## src/rtl/pipe_if_stage.sv

```systemverilog
//------------------------------------------------------------------------------
// Module  : pipe_if_stage
// Brief   : MIPS instruction-fetch stage and IF/ID register, delayed-branch,
//           ready-handshaked instruction memory with NOP bubble insertion.
// Revision: 1.0  initial release
//------------------------------------------------------------------------------
`default_nettype none

module pipe_if_stage #(
  parameter logic [31:0] RESET_PC = 32'h0000_0000,
  parameter logic [31:0] NOP_INST = 32'h0000_0000
) (
  input  logic        clock,
  input  logic        resetn,
  input  logic [1:0]  pcsource,
  input  logic        wpcir,
  input  logic [31:0] bpc,
  input  logic [31:0] rpc,
  input  logic [31:0] jpc,
  output logic        imem_req,
  output logic [31:0] imem_addr,
  input  logic [31:0] imem_rdata,
  input  logic        imem_ready,
  output logic [31:0] pc,
  output logic [31:0] dpc4,
  output logic [31:0] dinst,
  output logic        if_bubble,
  output logic [31:0] bubble_cnt
);

  typedef enum logic [1:0] {
    ST_BOOT  = 2'd0,
    ST_FETCH = 2'd1,
    ST_PEND  = 2'd2
  } state_t;

  localparam logic [31:0] C_CNT_MAX = 32'hFFFF_FFFF;

  state_t      r_state;
  logic        r_req;
  logic [31:0] r_pc;
  logic [31:0] r_redir;
  logic [31:0] r_dpc4;
  logic [31:0] r_dinst;
  logic        r_bubble;
  logic [31:0] r_cnt;

  logic        w_done;
  logic [31:0] w_pc4;
  logic [31:0] w_sel;

  assign w_done = r_req & imem_ready;
  assign w_pc4  = r_pc + 32'd4;

  // Redirect targets are word-aligned by forcing the low two bits clear.
  always_comb begin
    w_sel = w_pc4;
    case (pcsource)
      2'b01:   w_sel = {bpc[31:2], 2'b00};
      2'b10:   w_sel = {rpc[31:2], 2'b00};
      2'b11:   w_sel = {jpc[31:2], 2'b00};
      default: w_sel = w_pc4;
    endcase
  end

  always_ff @(posedge clock or negedge resetn) begin
    if (!resetn) begin
      r_state  <= ST_BOOT;
      r_req    <= 1'b0;
      r_pc     <= RESET_PC;
      r_redir  <= 32'd0;
      r_dpc4   <= 32'd0;
      r_dinst  <= NOP_INST;
      r_bubble <= 1'b0;
      r_cnt    <= 32'd0;
    end else begin
      case (r_state)
        ST_BOOT: begin
          r_state  <= ST_FETCH;
          r_req    <= 1'b1;
          r_bubble <= 1'b0;
        end
        ST_FETCH, ST_PEND: begin
          if (wpcir) begin
            r_dpc4 <= w_pc4;
            if (w_done) begin
              r_dinst  <= imem_rdata;
              r_bubble <= 1'b0;
              if (r_state == ST_PEND) begin
                r_pc    <= r_redir;
                r_state <= ST_FETCH;
              end else begin
                r_pc <= w_sel;
              end
            end else begin
              r_dinst  <= NOP_INST;
              r_bubble <= 1'b1;
              if (r_cnt != C_CNT_MAX)
                r_cnt <= r_cnt + 32'd1;
              // Slow fetch of the delay slot: park the redirect until it lands.
              if (r_state == ST_FETCH && pcsource != 2'b00) begin
                r_redir <= w_sel;
                r_state <= ST_PEND;
              end
            end
          end else begin
            r_bubble <= 1'b0;
          end
        end
        default: begin
          r_state <= ST_BOOT;
          r_req   <= 1'b0;
        end
      endcase
    end
  end

  assign imem_req   = r_req;
  assign imem_addr  = r_pc;
  assign pc         = r_pc;
  assign dpc4       = r_dpc4;
  assign dinst      = r_dinst;
  assign if_bubble  = r_bubble;
  assign bubble_cnt = r_cnt;

endmodule

`default_nettype wire
```

## config.mk

```make
export PLATFORM = sky130hd
export DESIGN_NAME = pipe_if_stage
export DESIGN_NICKNAME = d
export VERILOG_FILES = /design/src/rtl/pipe_if_stage.sv
export SDC_FILE = /design/constraint.sdc
export NUM_CORES = 1
export LEC_CHECK = 0
export BUFFER_PORTS_ARGS = -buffer_cell sky130_fd_sc_hd__buf_2
export CELL_PAD_IN_SITES_DETAIL_PLACEMENT = 1
export CELL_PAD_IN_SITES_GLOBAL_PLACEMENT = 2
export CORE_ASPECT_RATIO = 1.4
export CORE_MARGIN = 2
export CORE_UTILIZATION = 31
export CTS_BUF_LIST = sky130_fd_sc_hd__clkbuf_4 sky130_fd_sc_hd__clkbuf_8
export DETAILED_ROUTE_END_ITERATION = 12
export MAX_ROUTING_LAYER = met4
export PLACE_DENSITY = 0.93
export RECOVER_POWER = 100
export SLEW_MARGIN = 20
export SYNTH_ARGS = -nofsm -noshare
export SYNTH_HDL_FRONTEND = slang
export SYNTH_SLANG_ARGS = --single-unit
export TNS_END_PERCENT = 30
```

## constraint.sdc

```tcl
create_clock -name clock -period 2.6 [get_ports clock]
set_input_delay 0.39 -clock clock [delete_from_list [all_inputs] [get_ports clock]]
set_output_delay 0.39 -clock clock [all_outputs]
set_load 0.05 [all_outputs]
```

==> results_dict.tcl, run 1 <==
set metrics [dict create \
    synth_cells 858 \
    number_of_vias_after_detailed_routing 7706 \
    post_route_cells_drive_above_1_share_pct 20.4 \
    cts.repair.resized 0 \
    hold_viol_final 0 \
    post-synth-top-area-fraction_pct 47.4 \
    place.detailed.instances 1456 \
    power.combinational.fraction_pct 50.8 \
    yosys_warnings 0 \
    area_growth_syn_to_layout_pct 21.2 \
    antenna-diode-count 0 \
    route.final.wire_length_um 29600 \
    route.layer.met1.wl_um 11300 \
    globalRouteTotalUtil_pct 20.9 \
    asyncSetResetFlopFracSynth_pct 100 \
    post-cts-setup-buffer-count 0 \
    critical_path_peak_fanout 9 \
    top_cell_type_by_total_area_after_synthesis "dfrtp_1" \
    setup_violations 0 \
    drcViolationCount 0 \
    viasPerCell 5.18 \
    slew_violations 31 \
    ant_nets 0 \
    p_sw_w 0.00736 \
    layout_worst_path_cycle_share_pct 94.5 \
    cts.root.buffer_cell "clkbuf_8" \
    die_width_um 145 \
    power.share.clock_pct 15.2 \
    worst_clock_skew_ns 0.0145 \
    netlist-cell-type-count 76 \
    post_layout_nonfiller_instances 1489 \
    number_of_global_route_vias_before_repair 8119 \
    outcome "finished, violations left" \
    violations "capacitance limit, slew limit" \
    synth.ff_latch_count 164 \
    first_pass_iters 7 \
    grt_pass1_wl_um 46400 \
    synth-edff-count 0 \
    cts_tree "done" \
    fp.dieArea_um2 29300 \
    hp-class "in2reg" \
    cts.hold.buffers_added 1 \
    ir_worst_vdd_mv 0.723 \
    worstSetupEndpointType "register" \
    worst_slew_pin_slew_ns 1.88 \
    switching_part_of_the_total_power_pct 56.0 \
    cts-htree-levels 4 \
    dr_wl_met3_um 1480 \
    leakage_nw 4.54 \
    final.min_clock_period_ns 2.46 \
    numCtsBuffers 17 \
    arrival_time_of_data_at_the_critical_path_endpoint_ns 2.81 \
    cts-root-to-sink-buffers 2 \
    antenna_found_initial 0 \
    setup.worst_path.class "reg2reg" \
    post-layout-total-power_w 0.0132 \
    power_density_nw_per_um2 1250 \
    finalWeightedCongestion 0.868 \
    p_int_w 0.00579 \
    wl_per_cell_um 19.9 \
    timing.max_cap.violations 1 \
    syn_avg_cell_area_um2 10.1 \
    die_y_um 202 \
    grt_max_degree 90 \
    num-fill-cells 3339 \
    timing.critical_path.required_ns 2.95 \
    io_pins 296 \
    worst_rel_slew_slack_pct -25.5 \
    core-area_um2 27600 \
    met2_length_um 16300 \
    synth_commonest_cells "dfrtp_1 (164), nand2_1 (112), o21ai_0 (68)" \
    highest_layer "met4" \
    clock_sinks 164 \
    synthFlopType "dfrtp_1" \
    synth.yosys.seq_area_share_pct 47.4 \
    post-synth-top-count-cell "dfrtp_1" \
    synth_area_um2 8660 \
    fmax_mhz 407 \
    cts.clk_slew.worst_paths_ns 0.11 \
    fin_hold_ws_ns 0.125 \
    setup-tns-final_ns 0 \
    grt_overflow 0 \
    clk-insertion-delay-late_ns 0.47 \
    finalNetCount 1246 \
    synthesis.nets 998 \
    netlist_top_cells_area "dfrtp_1 (47%), nand2_1 (4.9%), xnor2_1 (4.1%)" \
    critPathLaunchType "register" \
    grt_setup_unrepaired "false" \
    power.sequential.fraction_pct 34.0 \
    placement.io_buffers 289 \
    post-dp-hpwl_um 22700 \
    rows 72 \
    drt-initial-drc-count 355 \
    start_util_pct 31.4 \
]
[state kept, by name (all words and copies together) (netlist names)]
signal	count
r_redir	32
r_state	2
bubble_cnt	32
imem_addr	32
dpc4	32
dinst	32
imem_req	1
if_bubble	1
[cells in the final DEF (no fill, tap or decap), types with 7 or more instances in the layout]
cell type / netlist / layout
o22ai_1: 8 / 8
nand2b_1: 8 / 8
o211ai_1: 8 / 8
inv_1: 9 / 9
a211oi_1: 7 / 7
nor2_1: 30 / 31
and3_1: 12 / 12
buf_4: 35 / 15
xnor2_1: 41 / 41
a22o_1: 32 / 32
nor4_1: 6 / 9
nor3_1: 9 / 12
and4_1: 10 / 10
dfrtp_1: 164 / 164
a21oi_1: 21 / 21
nand3_1: 32 / 31
clkbuf_1: 35 / 165
nand4_1: 17 / 17
clkbuf_8: 0 / 17
mux2_2: 29 / 29
o21ai_0: 68 / 70
a22oi_1: 12 / 12
buf_2: 13 / 126
a31oi_1: 8 / 8
mux2i_1: 7 / 7
nand2_1: 112 / 111
xor2_1: 15 / 15
[metrics by stage]
step / instance area [um2] / util [%] / setup WS (ns)
2_1_floorplan: 8660 / - / 0.394
3_3_place_gp: 10400 / 37.6 / 0.359
3_5_place_dp: 10400 / 37.6 / 0.282
4_1_cts: 10800 / 39.2 / 0.238
5_1_grt: 10500 / 38.0 / 0.0282
6_report: 10500 / 38.0 / 0.142
[worst paths after layout]
check	from	end	slack, ns	cells past startpoint
setup / recovery	imem_addr[13]	imem_addr[24]	0.14	5
hold / removal	imem_rdata[23]	dinst[23]	0.13	2
setup reg to reg	imem_addr[13]	imem_addr[24]	0.14	5
hold reg to reg	dpc4[16]	dpc4[16]	0.49	2
max in group asynchronous	resetn	dpc4[19]	0.42	3
min in group asynchronous	resetn	bubble_cnt[24]	0.96	2
[cells by family after synthesis]
family	count (synthesis)	share of synthesized area, %
and+or+nand+nor	285	18.2
AOI/OAI and AO/OA	212	16.6
DFF	164	47.4
buffers and inverters	96	5.87
xor gates and xnor gates	56	5.67
muxes	39	5.36
adders and majority gates	6	0.867
[area by class of cell]
cell class	count	area [um2]	area share, %
Timing Repair Buffer	315	1470	14.0
Multi-Input combinational cell	598	3980	37.9
Sequential cell	164	4100	39.1
Clock inverter	15	198	1.88
Inverter	10	37.5	0.358
Tap cell	370	463	4.41
Clock buffer	17	234	2.23
[critical path, stage by stage (launching register included)]
cell	delay [ns]
dfrtp_1	0.60
nand4_4	0.18
nor4_2	0.62
nor3b_2	0.47
a311oi_1	0.15
o32a_1	0.32
[routing by layer]
layer | vias to the layer above | GRT usage, %
li1 | 3573 | -
met1 | 3862 | 22.8
met2 | 237 | 38.9
met3 | 34 | 3.47
met4 | 0 | 5.99
met5 | - | -
[power groups by stage]
stage               Combinational, W  Clock, W  Sequential [W]
finish                       0.00668   0.00200         0.00448
global route                 0.00709   0.00218         0.00464
CTS                          0.00706   0.00206         0.00446
detailed placement           0.00705         0         0.00450
global placement             0.00694         0         0.00445
floorplan                    0.00301         0         0.00670
(Power assumes the default switching activity.)
==> run 2, diff against run 1 <==
--- a/config.mk
+++ b/config.mk
@@ -5,16 +5,16 @@
 export SDC_FILE = /design/constraint.sdc
 export NUM_CORES = 1
 export LEC_CHECK = 0
-export BUFFER_PORTS_ARGS = -buffer_cell sky130_fd_sc_hd__buf_2
 export CELL_PAD_IN_SITES_DETAIL_PLACEMENT = 1
 export CELL_PAD_IN_SITES_GLOBAL_PLACEMENT = 2
 export CORE_ASPECT_RATIO = 1.4
 export CORE_MARGIN = 2
-export CORE_UTILIZATION = 31
+export CORE_UTILIZATION = 40
 export CTS_BUF_LIST = sky130_fd_sc_hd__clkbuf_4 sky130_fd_sc_hd__clkbuf_8
 export DETAILED_ROUTE_END_ITERATION = 12
+export DONT_BUFFER_PORTS = 1
 export MAX_ROUTING_LAYER = met4
-export PLACE_DENSITY = 0.93
+export PLACE_DENSITY = 0.94
 export RECOVER_POWER = 100
 export SLEW_MARGIN = 20
 export SYNTH_ARGS = -nofsm -noshare
==> run 2 against run 1 <==
Effect of this change: the run ends with hold timing left; combinational power shrank 29%; global-route usage grew 4.1 points; critical path depth grew 1; clock power shrank 5%; setup slack gained 0.0089 ns; die area shrank 22%; routed wire length shrank 6.9%; non-clock buffer count shrank 231; register-to-register slack is essentially flat; sequential power grew 29%; flip-flop and latch count is the same; sequential share of layout area grew 4.9 points; largest cell class unchanged.
==> results_dict.tcl, run 2 (synthesis gave the netlist of run 1 again) <==
set metrics [dict create \
    worst_rel_slew_slack_pct 2.95 \
    hold_viol_final 164 \
    gr_util_met1_pct 26.0 \
    wl_per_cell_um 24.0 \
    fp.dieArea_um2 22800 \
    area_of_placed_instances_um2 9160 \
    power.combinational.fraction_pct 38.3 \
    grt_max_degree 165 \
    p_int_w 0.00557 \
    io_pins 296 \
    setup.worst_path.class "reg2reg" \
    placement.io_buffers 0 \
    grt_setup_unrepaired "false" \
    grt_overflow 0 \
    critical_path.top_delay_family "simple AND/OR/NAND/NOR gates" \
    outcome "finished, violations left" \
    drt-initial-drc-count 304 \
    ff2ff_path_depth 6 \
    arrival_time_of_data_at_the_critical_path_endpoint_ns 2.78 \
    timing.max_cap.violations 0 \
    groute.layer.met2.usage_pct 45.1 \
    cts_tree "done" \
    number_of_vias_after_detailed_routing 6899 \
    area_growth_syn_to_layout_pct 7.59 \
    global_route.usage.met3_pct 5.34 \
    globalRouteTotalUtil_pct 25.0 \
    drcViolationCount 0 \
    ant_nets 0 \
    fmax_mhz 408 \
    start_util_pct 40.8 \
    switching_part_of_the_total_power_pct 55.3 \
    cts.repair.resized 0 \
    setup_violations 0 \
    grt_pass1_wl_um 41800 \
    numCtsBuffers 17 \
    critPathSlowestCell "clkbuf_2" \
    setup.reg_to_reg.worst_slack_ns 0.15 \
    viasPerCell 6.01 \
    final.min_clock_period_ns 2.45 \
    violations "hold timing" \
    slew_violations 0 \
    cts.clk_slew.worst_paths_ns 0.09 \
    crit_buf_inv 1 \
    hp-class "in2async" \
    cts.root.buffer_cell "clkbuf_8" \
    leakage_nw 3.95 \
    power.sequential.fraction_pct 46.5 \
    layout_worst_path_cycle_share_pct 94.2 \
    finalNetCount 1015 \
    route.final.wire_length_um 27600 \
    reg2reg_from "imem_addr[24]" \
    layout.cells.most_common_list "dfrtp_1 (164), nand2_1 (111), o21ai_0 (73)" \
    stdcell_area_um2 9310 \
    clk-insertion-delay-late_ns 0.46 \
    critPathLaunchType "register" \
    power_density_nw_per_um2 1340 \
    setup-tns-final_ns 0 \
    layout.cells.most_common "dfrtp_1" \
    rows 63 \
    worstSetupEndpointType "register" \
    first_pass_iters 4 \
    antenna-diode-count 0 \
    finalWeightedCongestion 0.890 \
    post_route_cells_drive_above_1_share_pct 13.9 \
    die_y_um 178 \
    critical_path_peak_fanout 9 \
    die_width_um 128 \
    number_of_global_route_vias_before_repair 7399 \
    timing.critical_path.required_ns 2.93 \
    regToRegEndpoint "imem_addr[28]" \
    gr-max-usage-layer "met2" \
    ir_worst_vdd_mv 0.823 \
    antenna_found_initial 0 \
    post-dp-hpwl_um 20600 \
    p_sw_w 0.00689 \
    core-area_um2 21200 \
    cts-htree-levels 4 \
    worst_slew_pin_slew_ns 1.46 \
    cts-root-to-sink-buffers 2 \
    critPathMaxStageDelay_ns 0.59 \
    worst_clock_skew_ns 0.0177 \
    power.share.clock_pct 15.2 \
    cell_chain_of_the_critical_path "clkbuf_2 -> nand3_1 -> or4_4 -> nor3_1 -> nor2_1 -> nand4b_1" \
    clock_sinks 164 \
    crit_cells 6 \
    fin_hold_ws_ns -0.388 \
]
## run 2: changes by cell type in the layout (fill, tap and decap cells not counted), sizes merged
cell,previous run,this run
inv,18,11
clkbuf,186,83
bufinv,1,2
dlygate4sd3,1,0
buf,145,22
clkinvlp,0,2
## run 2: cell type report
type	count	area, um2
clock buffers	21	277
clock inverters	11	125
repair buffers	84	420
well taps	260	325
fillers	2393	11900
multi-input cells	598	4020
flip-flops and latches	164	4100
inverters	10	37.5
## run 2: metal layers
layer	up-vias	part of all wire, %
li1	3119	-
met1	3486	36
met2	232	54
met3	62	5.1
met4	0	4.2
met5	-	0
## run 2: through the flow
| step | instances | setup slack, ns | utilization [%] | total power (W) |
|---|---|---|---|---|
| finish | 1148 | 0.151 | 43.9 | 0.0125 |
| global route | 1148 | 0.0595 | 43.9 | 0.0131 |
| CTS | 1147 | 0.0999 | 45.1 | 0.0128 |
| detailed placement | 1115 | 0.122 | 43.2 | 0.0109 |
| global placement | 1115 | 0.252 | 43.2 | 0.0107 |
| floorplan | 858 | 0.394 | - | 0.00972 |
## run 2: power by group through the flow
| stage | Sequential (W) | Clock (W) | Combinational (W) |
|---|---|---|---|
| 2_1_floorplan | 0.00670 | 0 | 0.00301 |
| 3_3_place_gp | 0.00581 | 0 | 0.00489 |
| 3_5_place_dp | 0.00587 | 0 | 0.00501 |
| 4_1_cts | 0.00582 | 0.00195 | 0.00502 |
| 5_1_grt | 0.00592 | 0.00207 | 0.00512 |
| 6_report | 0.00579 | 0.00190 | 0.00477 |
## run 2: worst register-to-register path: cells and delay by family (launching register included)
kind	cells	cell delay, ns
simple gates	5	1.37
buf+inv	1	0.59
flops	1	0.36
## run 2: repair_timing
item | 4_1_cts | 5_1_grt
buffers inserted | 0 | 1
endpoints found under the setup margin | 0 | 3
hold endpoints to repair | 164 | 164
## run 2: worst max-delay path by stage
| stage | from | end | slack, ns |
|---|---|---|---|
| final | imem_addr[24] | imem_addr[28] | 0.15 |
| after global routing | bubble_cnt[0] | bubble_cnt[23] | 0.06 |
| after CTS | r_state[1] | bubble_cnt[23] | 0.1 |
| after detailed placement | r_state[1] | bubble_cnt[23] | 0.12 |
| after global placement | r_state[1] | bubble_cnt[31] | 0.25 |
| after floorplan | imem_addr[13] | imem_addr[24] | 0.39 |
